===== src/rtl/mips_pkg.sv =====
// Shared types for the 5-stage MIPS core: control bundle, ID/EX
// register image, hazard FSM states and ALU op codes.
package mips_pkg;

  localparam int CTRL_W = 10;

  localparam logic [4:0] REG_ZERO = 5'd0;

  localparam logic [3:0] ALU_OP_ADD = 4'd0;
  localparam logic [3:0] ALU_OP_SUB = 4'd1;
  localparam logic [3:0] ALU_OP_AND = 4'd2;
  localparam logic [3:0] ALU_OP_OR  = 4'd3;
  localparam logic [3:0] ALU_OP_XOR = 4'd4;
  localparam logic [3:0] ALU_OP_NOR = 4'd5;
  localparam logic [3:0] ALU_OP_SLT = 4'd6;
  localparam logic [3:0] ALU_OP_SLL = 4'd7;
  localparam logic [3:0] ALU_OP_SRL = 4'd8;
  localparam logic [3:0] ALU_OP_LUI = 4'd9;

  typedef struct packed {
    logic       reg_write;
    logic       mem_read;
    logic       mem_write;
    logic       mem_to_reg;
    logic       alu_src;
    logic       reg_dst;
    logic [3:0] alu_op;
  } ctrl_t;

  typedef struct packed {
    logic        valid;
    ctrl_t       ctrl;
    logic [31:0] src1;
    logic [31:0] src2;
    logic [31:0] imm32;
    logic [4:0]  rs;
    logic [4:0]  rt;
    logic [4:0]  dest;
  } id_ex_t;

  typedef enum logic {
    S_RUN,
    S_STALL
  } hz_state_e;

endpackage


===== src/rtl/load_use_detect.sv =====
// Combinational load-use hazard check between the load in EX and
// the instruction in ID. Ports: EX load info, ID sources, o_hazard.
module load_use_detect
  import mips_pkg::*;
(
  input  logic       i_ex_valid,
  input  logic       i_ex_mem_read,
  input  logic [4:0] i_ex_rt,
  input  logic       i_id_valid,
  input  logic [4:0] i_id_rs,
  input  logic [4:0] i_id_rt,
  input  logic       i_id_alu_src,
  input  logic       i_id_mem_write,
  output logic       o_hazard
);

  logic rt_used;
  logic rs_hit;
  logic rt_hit;

  // RT is a true source for R-type ops and as store data.
  assign rt_used = ~i_id_alu_src | i_id_mem_write;
  assign rs_hit  = (i_ex_rt == i_id_rs);
  assign rt_hit  = (i_ex_rt == i_id_rt) & rt_used;

  assign o_hazard = i_ex_valid & i_ex_mem_read
                  & (i_ex_rt != REG_ZERO) & i_id_valid
                  & (rs_hit | rt_hit);

endmodule


===== src/rtl/id_ex_stage.sv =====
// ID/EX pipeline register with load-use bubble, $zero forcing and a
// saturating stall counter. Ports: ID fields in, EX bundle out,
// o_stall to IF/ID. Optional WB bypass: macro ID_EX_WB_BYPASS_EN.
module id_ex_stage #(
  parameter int CTRL_W = 10,
  parameter int CNT_W  = 16
) (
  input  logic              i_clk,
  input  logic              i_reset_n,
  input  logic              i_id_valid,
  input  logic [4:0]        i_RS,
  input  logic [4:0]        i_RT,
  input  logic [4:0]        i_RD,
  input  logic [31:0]       i_src1,
  input  logic [31:0]       i_src2,
  input  logic [15:0]       i_imm16,
  input  logic [CTRL_W-1:0] i_ctrl,
  input  logic              i_wb_en,
  input  logic [4:0]        i_wb_addr,
  input  logic [31:0]       i_wb_data,
  input  logic              i_ex_hold,
  input  logic              i_flush,
  output logic              o_stall,
  output logic              o_ex_valid,
  output logic [31:0]       o_ex_src1,
  output logic [31:0]       o_ex_src2,
  output logic [31:0]       o_ex_imm32,
  output logic [4:0]        o_ex_RS,
  output logic [4:0]        o_ex_RT,
  output logic [4:0]        o_ex_dest,
  output logic [CTRL_W-1:0] o_ex_ctrl,
  output logic [CNT_W-1:0]  o_stall_cnt
);

  import mips_pkg::*;

  id_ex_t     ex_q, ex_d, ld;
  ctrl_t      id_ctrl;
  logic [CNT_W-1:0] cnt_q, cnt_d;
  hz_state_e  state_q, state_d;
  logic       hazard;
  logic       hz_bubble;

  assign id_ctrl = i_ctrl;

  load_use_detect u_lud (
    .i_ex_valid    (ex_q.valid),
    .i_ex_mem_read (ex_q.ctrl.mem_read),
    .i_ex_rt       (ex_q.rt),
    .i_id_valid    (i_id_valid),
    .i_id_rs       (i_RS),
    .i_id_rt       (i_RT),
    .i_id_alu_src  (id_ctrl.alu_src),
    .i_id_mem_write(id_ctrl.mem_write),
    .o_hazard      (hazard)
  );

  assign o_stall = (hazard & ~i_flush) | i_ex_hold;

`ifndef ID_EX_WB_BYPASS_EN
  logic unused_wb;
  assign unused_wb = ^{i_wb_en, i_wb_addr, i_wb_data};
`endif

  always_comb begin
    ld       = '0;
    ld.valid = i_id_valid;
    ld.ctrl  = i_id_valid ? id_ctrl : '0;
    ld.src1  = i_src1;
    ld.src2  = i_src2;
`ifdef ID_EX_WB_BYPASS_EN
    // Same-cycle RF write is not yet visible on the read port.
    if (i_wb_en && i_wb_addr != REG_ZERO) begin
      if (i_wb_addr == i_RS) ld.src1 = i_wb_data;
      if (i_wb_addr == i_RT) ld.src2 = i_wb_data;
    end
`endif
    if (i_RS == REG_ZERO) ld.src1 = '0;
    if (i_RT == REG_ZERO) ld.src2 = '0;
    ld.imm32 = {{16{i_imm16[15]}}, i_imm16};
    ld.rs    = i_RS;
    ld.rt    = i_RT;
    if (ld.ctrl.reg_write)
      ld.dest = ld.ctrl.reg_dst ? i_RD : i_RT;
    else
      ld.dest = REG_ZERO;
  end

  always_comb begin
    ex_d      = ex_q;
    cnt_d     = cnt_q;
    hz_bubble = 1'b0;
    if (i_flush) begin
      ex_d = '0;
    end else if (i_ex_hold) begin
      ex_d = ex_q;
    end else if (hazard) begin
      ex_d      = '0;
      hz_bubble = 1'b1;
      if (cnt_q != '1) cnt_d = cnt_q + CNT_W'(1);
    end else begin
      ex_d = ld;
    end
  end

  always_comb begin
    state_d = state_q;
    case (state_q)
      S_RUN:   if (hz_bubble) state_d = S_STALL;
      S_STALL: state_d = S_RUN;
      default: state_d = S_RUN;
    endcase
  end

  always_ff @(posedge i_clk) begin
    if (!i_reset_n) begin
      ex_q    <= '0;
      cnt_q   <= '0;
      state_q <= S_RUN;
    end else begin
      ex_q    <= ex_d;
      cnt_q   <= cnt_d;
      state_q <= state_d;
    end
  end

  assign o_ex_valid  = ex_q.valid;
  assign o_ex_src1   = ex_q.src1;
  assign o_ex_src2   = ex_q.src2;
  assign o_ex_imm32  = ex_q.imm32;
  assign o_ex_RS     = ex_q.rs;
  assign o_ex_RT     = ex_q.rt;
  assign o_ex_dest   = ex_q.dest;
  assign o_ex_ctrl   = ex_q.ctrl;
  assign o_stall_cnt = cnt_q;

endmodule


===== config.mk =====
export PLATFORM = sky130hd
export DESIGN_NAME = id_ex_stage
export DESIGN_NICKNAME = d
export VERILOG_FILES = /design/src/rtl/mips_pkg.sv /design/src/rtl/load_use_detect.sv /design/src/rtl/id_ex_stage.sv
export SDC_FILE = /design/constraint.sdc
export NUM_CORES = 1
export LEC_CHECK = 0
export CAP_MARGIN = 10
export CELL_PAD_IN_SITES_DETAIL_PLACEMENT = 0
export CELL_PAD_IN_SITES_GLOBAL_PLACEMENT = 2
export CORE_MARGIN = 4
export CORE_UTILIZATION = 35
export DETAILED_ROUTE_END_ITERATION = 12
export DONT_BUFFER_PORTS = 1
export HOLD_SLACK_MARGIN = 0.03
export PLACE_DENSITY_LB_ADDON = 0.1
export SLEW_MARGIN = 5
export SYNTH_ARGS = -nofsm -noshare
export SYNTH_HDL_FRONTEND = slang
export SYNTH_SLANG_ARGS = --single-unit
export TNS_END_PERCENT = 100

===== constraint.sdc =====
create_clock -name i_clk -period 2 [get_ports i_clk]
set_input_delay 0.5 -clock i_clk [delete_from_list [all_inputs] [get_ports i_clk]]
set_output_delay 0.5 -clock i_clk [all_outputs]
set_load 0.05 [all_outputs]

After elaboration in Yosys (flattened, before gate mapping)
Index checks and enable logic that the tools add are counted.
{"block": "totals", "regBits": 138}
{"block": "op_classes", "n_addsub": 1, "eq_ne": 3, "n_mux": 6, "bitwise": 13, "reduce_logical": 5}
{"op": "$mux 122", "n": 1}
{"op": "$mux 32", "n": 2}
{"op": "$add 16x1->16 const B", "n": 1}
{"op": "$ne 16x16->1 const B", "n": 1}
{"op": "$eq 5x5->1", "n": 2}
{"op": "$logic_not 5->1", "n": 2}
{"op": "$mux 10", "n": 1}
{"op": "$mux 5", "n": 2}
{"op": "$and 1x1->1", "n": 6}
{"op": "$reduce_bool 5->1", "n": 1}
{"op": "$not 1->1", "n": 4}
{"op": "$reduce_and 4->1", "n": 1}
{"op": "$or 1x1->1", "n": 3}
{"op": "$reduce_or 2->1", "n": 1}

Longest topological paths before layout
Gate-level depths: netlist of run 1.
{"block": "depth", "word_depth": 7, "depth_mapped": 8, "mapped_depth_nobuf": 6}

Modules after synthesis
A second synthesis of run 1 with hierarchy kept.
{"block": "hier_totals", "hier_cells": 502, "area_unflattened_um2": 4680.7}
{"mod": "id_ex_stage", "instances": 1, "cells_per_inst": 484, "area_per_inst_um2": 4544.4, "seq_area_each_um2": 2442.3}
{"mod": "load_use_detect", "instances": 1, "cells_per_inst": 18, "area_per_inst_um2": 136.4, "seq_area_each_um2": 0.0}

Least setup slack after synthesis of run 1
No wires, ideal clock.
{"block": "synth_path", "path_type": "register -> register", "from": "register cnt_q[2] (netlist: o_stall_cnt[2])", "to": "register cnt_q[4] (netlist: o_stall_cnt[4])", "arrival_time_ns": 2.089, "setup_slack_ns": -0.204, "stages_incl_launch_ff": 8, "period_less_slack_ns": 2.204, "path_cell_list": "dfxtp_1 > nand4_2 > or4_4 > buf_6 > nand3_4 > buf_12 > nor4_1 > o21a_1"}
{"block": "synth_between", "elab_chain_len": 2, "elab_cells_between_ends": 3}
{"item": "from (decl)", "line_no": "id_ex_stage.sv:39", "text": "logic [CNT_W-1:0] cnt_q, cnt_d;"}
{"item": "from (signal assigned)", "line_no": "id_ex_stage.sv:122", "text": "cnt_q <= cnt_d;"}
{"item": "branches (longest 2 deep; another with $add 16x1->16)"}
Several ways; the timed one is not identified.
A chain may end at the register's enable or synchronous reset.

Final worst setup path of run 1
{"block": "layout_path", "from": "register ex_q (netlist bit o_ex_RT[3])", "to": "output o_stall"}
{"block": "layout_between", "elab_chain_len": 6, "elab_cells_between_ends": 10}
{"item": "from (decl)", "line_no": "id_ex_stage.sv:37", "text": "id_ex_t ex_q, ex_d, ld;"}
{"item": "from (signal assigned)", "line_no": "id_ex_stage.sv:117", "text": "ex_q <= '0;"}
{"item": "from (signal assigned)", "line_no": "id_ex_stage.sv:121", "text": "ex_q <= ex_d;"}
{"item": "$eq 5x5->1 or $reduce_bool 5->1 (tied branches)", "line_no": "load_use_detect.sv:24, load_use_detect.sv:27"}
{"item": "$and 1x1->1 (on tied branches)", "line_no": "load_use_detect.sv:24, load_use_detect.sv:27"}
{"item": "$or 1x1->1 or $and 1x1->1 (tied branches)", "line_no": "load_use_detect.sv:28, load_use_detect.sv:27"}
{"item": "$and 1x1->1 (*)", "line_no": "load_use_detect.sv:28", "text": "& (rs_hit | rt_hit);"}
{"item": "$and 1x1->1 (*)", "line_no": "id_ex_stage.sv:58", "text": "assign o_stall = (hazard & ~i_flush) | i_ex_hold;"}
{"item": "$or 1x1->1 (*)", "line_no": "id_ex_stage.sv:58"}
{"item": "to (decl)", "line_no": "id_ex_stage.sv:23", "text": "output logic o_stall,"}
Every way passes the cells marked *; elsewhere a longest branch is shown, timed or not.

==> flow_summary_export.csv, run 1 <==
group,metric,value,unit
placed_design,gp_congestion,0.706,
routing,vias,3288,
synthesis,synth_edf_count,0,
synthesis,synth-seq-cells,122,
routing,vias_per_cell,5.43,
synthesis,async_flop_share,0,
routing,dr.pass1.iters,4,
cts,cts_root_buffer,"clkbuf_16",
cells_and_area,diodes,0,
setup_path,critical_path.max_stage_delay,360,ps
run_status,status,"complete, but fails checks",
setup_path,cp_num_buf_inv,1,
cts,clockBufferDepth,2,
power_and_ir_drop,p_per_area,1050,nW/um^2
sta,setup_violations,1,
sta,setup_slack,-71.9,ps
setup_path,cp-start-kind,"flip-flop",
global_route,gr-usage-met1,0.186,
setup_path,cp_top_family,"compound AO/OA/AOI/OAI gates",
synthesis,synth_nets,556,
global_route,grt_max_degree,73,
setup_path,cpMaxStageDelayCell,"dfxtp_4",
sta,clock_skew,5.95,ps
global_route,grtUsageMet2,0.254,
synthesis,synth.top_cell.area_share,0.538,
floorplan,die_y,122,um
setup_path,arrival,1570,ps
global_route,met3_usage,0.0826,
sta,drv_slew,0,
cells_and_area,nFillCells,1218,
sta,maxSlewHeadroom,0.626,
setup_path,end_kind,"primary output",
worst_hold_path,hold_path_class,"in -> reg",
sta,worst_pin_slew,560,ps
floorplan,die_x,122,um
placed_design,port_buffers,0,
power_and_ir_drop,vdd_drop_max,664,uV
cts,clk_pin_slew,50,ps
global_route,grt_first_pass_wirelength,18.5,mm
floorplan,core_area,12700,um^2
cells_and_area,nNetsFinal,571,
sta,max_freq,483,MHz
routing,drc,0,
sta,min_period,2070,ps
synthesis,ys_warn_count,0,
flow_run,drv_cap,0,
cts,cts_sinks,122,
synthesis,synth_ff_type,"dfxtp_1",
placed_design,placed_area,4920,um^2
placed_design,dp_slack,79.3,ps
synthesis,synthMuxAreaShare,0.0190,
synthesis,synth_compound_area_frac,0.256,
routing,detail_route.wl_per_cell,20.4,um
routing,antenna_left,0,
cts,ctsHoldBuffers,0,
global_route,top_usage_layer,"met2",
setup_path,worstPathCellList,"xnor2_1 -> nand2_1 -> o22ai_2 -> a31o_2 -> buf_12",
sta,period_share,1.04,
global_route,antenna_found_initial,0,
cts,worstSkewPairLatency,400,ps
cells_and_area,multi_input_area,1930,um^2
global_route,grt_remaining_overflow,0,
routing,drt-total-wl,12.4,mm
floorplan,die_area,14900,um^2
cells_and_area,seqCellArea,2480,um^2
synthesis,synthSimpleGateAreaFrac,0.0959,
setup_path,cp_max_fo,4,
cells_and_area,layout_common_cells,"101 x dfxtp_1, 92 x a22o_1, 38 x buf_4",
cts,numCtsBuffers,17,
sta,hold_viol,0,
routing,drt_iter0_drc,127,
synthesis,syn_inst,407,
sta,rsz0062_at_grt,"true",
synthesis,synth_area,4540,um^2
global_route,grt_pass1_vias,3312,
cells_and_area,fin_area,5670,um^2
cells_and_area,area_delta_synth_final,24.8,%
floorplan,placementRows,41,
synthesis,synth_top_family_by_area,"compound AO/OA/AOI/OAI gates",
setup_path,worst-setup-path-type,"reg -> out",
synthesis,synth_xor_area_frac,0.0193,
floorplan,start_util,0.358,
synthesis,synthAdderAreaFrac,0.00276,
synthesis,synth.avg_cell_area,11.2,um^2
synthesis,synth-seq-area-share,0.538,
power_and_ir_drop,p_leak,2.13,nW
floorplan,pin_count,287,
cells_and_area,final_common_cell,"dfxtp_1",
synthesis,synth_area_leaders,"dfxtp_1 54%, a22o_1 18%, a32o_1 3.1%, buf_4 2.8%, xnor2_1 1.9%",
run_status,violations,"setup timing",
synthesis,yosys.cell_types.count,44,
cells_and_area,drive_gt1_frac,0.300,
synthesis,synth_top_cell_by_area,"dfxtp_1",
global_route,grt_use_total,0.162,
cts,cts_max_level,4,
placed_design,dp_hpwl,8.87,mm
cts,cts_tree,"built",
setup_path,cp.required,1500,ps
-- registers in the layout, indices dropped and copies added, names as in the netlist --
| name | cells |
|---|---|
| o_ex_ctrl | 10 |
| o_ex_RT | 5 |
| o_ex_RS | 5 |
| o_ex_imm32 | 16 |
| o_ex_dest | 5 |
| o_ex_valid | 1 |
| o_stall_cnt | 16 |
| o_ex_src2 | 32 |
| o_ex_src1 | 32 |
-- Yosys cell counts (all sizes together) (2+ instances only) --
master / instances
nand2: 11
mux2: 5
o31ai: 5
nand2b: 3
clkbuf: 19
xnor2: 10
a32o: 14
or3: 6
nand4: 11
o21ai: 8
nand3: 8
buf: 31
nor4: 4
dfxtp: 122
nor3: 5
mux2i: 3
a21oi: 14
a22o: 92
a211oi: 2
or4: 8
inv: 6
nor2: 10
-- report_power, final --
group	internal (W)	total, W	switching [W]
clock network	0.00189	0.00290	0.00101
registers	0.00250	0.00276	0.000265
logic	0.000130	0.000305	0.000175
-- area by class of cell --
cell class,instances,area share
Sequential cell,122,0.438
Multi-Input combinational cell,229,0.340
Clock buffer,24,0.0833
Timing Repair Buffer,46,0.0799
Tap cell,172,0.0380
Clock inverter,7,0.0163
Inverter,6,0.00398
-- cell families (layout without fill, tap and decap cells) --
family	Yosys count	count (layout)
AOI/OAI and AO/OA	140	140
DFF	122	122
and+or+nand+nor	70	70
buffers and inverters	56	83
xor gates and xnor gates	10	10
muxes	8	8
adders and majority gates	1	1
-- path summary, 6_finish.rpt --
kind,from,end,slack (ps),depth (start not counted)
min reg2reg,o_ex_RT[1],o_ex_RT[1],580,1
max,o_ex_RT[3],o_stall,-70,5
max reg2reg,o_ex_RT[0],o_stall_cnt[3],50,7
min,i_reset_n,o_stall_cnt[4],210,1
-- layer usage --
metal  wire length [um]  vias up  share of wire
li1                   -     1567              -
met1               4730     1548           0.38
met2               5980      155           0.48
met3               1430       18           0.12
met4                219        0          0.018
met5                  0        -              0
-- what timing repair did --
item                                    CTS  global route
buffers inserted                          7             2
endpoints found under the setup margin    1             6
pin swaps                                10             7
gates resized for setup                  14            12
gates cloned                              0             0
-- through the flow --
| step | util | power, W | setup TNS [ps] | hold WS [ps] | instances |
|---|---|---|---|---|---|
| after floorplan | - | 0.00303 | 0 | 465 | 407 |
| after global placement | 0.388 | 0.00309 | 0 | 534 | 567 |
| after detailed placement | 0.388 | 0.00310 | 0 | 531 | 567 |
| after CTS | 0.441 | 0.00605 | -89.0 | 189 | 604 |
| after global routing | 0.447 | 0.00620 | -158 | 191 | 606 |
| final | 0.447 | 0.00597 | -71.9 | 211 | 606 |
No activity file was read; power rests on OpenSTA's default activity.
==> run 2, diff against run 1 <==
Settings changed: CORE_UTILIZATION 35 to 31.
Clock period 2 ns to 1.8 ns, I/O delays scaled along.
==> flow_summary_export.csv, run 2 (synthesis results as in run 1) <==
group,metric,value,unit
run_status,status,"complete, but fails checks",
run_status,violations,"setup timing",
cts,cts_tree,"built",
routing,drc,0,
floorplan,die_area,16600,um^2
global_route,grt_pass1_vias,3278,
cts,cts_root_buffer,"clkbuf_16",
cts,numCtsBuffers,17,
routing,drt_iter0_drc,134,
floorplan,pin_count,287,
setup_path,cp_max_fo,4,
cells_and_area,multi_input_area,1980,um^2
global_route,antenna_found_initial,0,
setup_path,cp-start-kind,"flip-flop",
cts,worstSkewPairLatency,410,ps
worst_hold_path,hold_path_class,"in -> reg",
routing,dr.pass1.iters,4,
sta,min_period,2020,ps
placed_design,port_buffers,0,
floorplan,core_area,14100,um^2
routing,detail_route.wl_per_cell,21.6,um
sta,hold_viol,0,
sta,period_share,1.12,
routing,vias_per_cell,5.30,
power_and_ir_drop,vdd_drop_max,666,uV
cells_and_area,diodes,0,
cells_and_area,post-route-util,0.424,
worst_hold_path,min_from,"i_reset_n",
power_and_ir_drop,p_leak,2.26,nW
cts,clk_pin_slew,60,ps
sta,max_freq,495,MHz
routing,antenna_left,0,
sta,worst_pin_slew,581,ps
global_route,grt_use_total,0.154,
floorplan,placementRows,43,
setup_path,r2r-start,"o_ex_RT[2]",
sta,drv_slew,0,
setup_path,end_kind,"primary output",
sta,clock_skew,6.09,ps
cells_and_area,layout_common_cells,"99 x dfxtp_1, 92 x a22o_1, 42 x buf_4",
cells_and_area,nNetsFinal,583,
cells_and_area,final_common_cell,"dfxtp_1",
setup_path,cp.required,1350,ps
cts,ctsHoldBuffers,0,
global_route,grt_max_degree,51,
placed_design,dp_hpwl,9.51,mm
cells_and_area,area_delta_synth_final,31.6,%
floorplan,die_y,129,um
setup_path,startpoint,"o_ex_RT[0]",
cts,cts_max_level,4,
routing,vias,3320,
placed_design,gp_congestion,0.730,
cts,cts_sinks,122,
cells_and_area,nFillCells,1377,
sta,setup_slack,-219,ps
sta,setup_violations,8,
floorplan,start_util,0.322,
setup_path,worst-setup-path-type,"reg -> out",
global_route,grt_remaining_overflow,0,
flow_run,drv_cap,0,
global_route,grt_first_pass_wirelength,19.4,mm
sta,maxSlewHeadroom,0.612,
cells_and_area,drive_gt1_frac,0.338,
floorplan,die_x,129,um
setup_path,arrival,1570,ps
power_and_ir_drop,p_per_area,1160,nW/um^2
power_and_ir_drop,totalPowerFinal,0.00694,W
cts,clockBufferDepth,2,
routing,drt-total-wl,13.5,mm
sta,rsz0062_at_grt,"true",
cells_and_area,seqCellArea,2520,um^2
==> run 2: cell type report <==
cell class | instances | share of cell area
clock buffers | 21 | 0.0844
inverters | 6 | 0.00377
clock inverters | 11 | 0.0216
multi-input cells | 230 | 0.331
repair buffers | 57 | 0.0987
flip-flops and latches | 122 | 0.422
well taps | 180 | 0.0377
==> run 2: stage by stage <==
stage | area [um^2] | hold slack, ps | TNS (ps) | worst slack (ps) | cells
2_1_floorplan | 4640 | 465 | -38.0 | -38.0 | 407
3_3_place_gp | 5050 | 516 | -847 | -123 | 582
3_5_place_dp | 5050 | 517 | -2240 | -139 | 582
4_1_cts | 5770 | 138 | -444 | -251 | 618
5_1_grt | 5970 | 134 | -2450 | -303 | 627
6_report | 5970 | 160 | -599 | -219 | 627
==> run 2: layer usage <==
metal  wire length, um  up-vias  track usage
met3              1470       11       0.0870
met1              5290     1562        0.172
li1                  -     1599            -
met5                 0        -            0
met4               140        0       0.0500
met2              6630      148        0.248
==> run 2: final timing paths <==
path	endpoint	slack (ps)	cells after the start
max	o_stall	-220	4
min	o_stall_cnt[4]	160	1
max reg2reg	o_stall_cnt[9]	-80	6
min reg2reg	o_ex_RT[1]	530	1
==> run 2: power by group <==
part           switching, W  total (W)  internal [W]
clock network       0.00124    0.00354       0.00230
registers          0.000296    0.00304       0.00275
logic              0.000203   0.000353      0.000150
==> run 2: timing repair <==
action | in CTS | in global routing
gates resized for setup | 10 | 22
endpoints found under the setup margin | 11 | 107
buffers inserted | 4 | 7
gates cloned | 0 | 3
pin swaps | 9 | 13
==> run 2: worst max-delay path: stages, from the launching register on <==
cell and delay (ps):
dfxtp_4 370, xnor2_2 170, nand3_2 140, o22ai_4 200
a31o_4 280
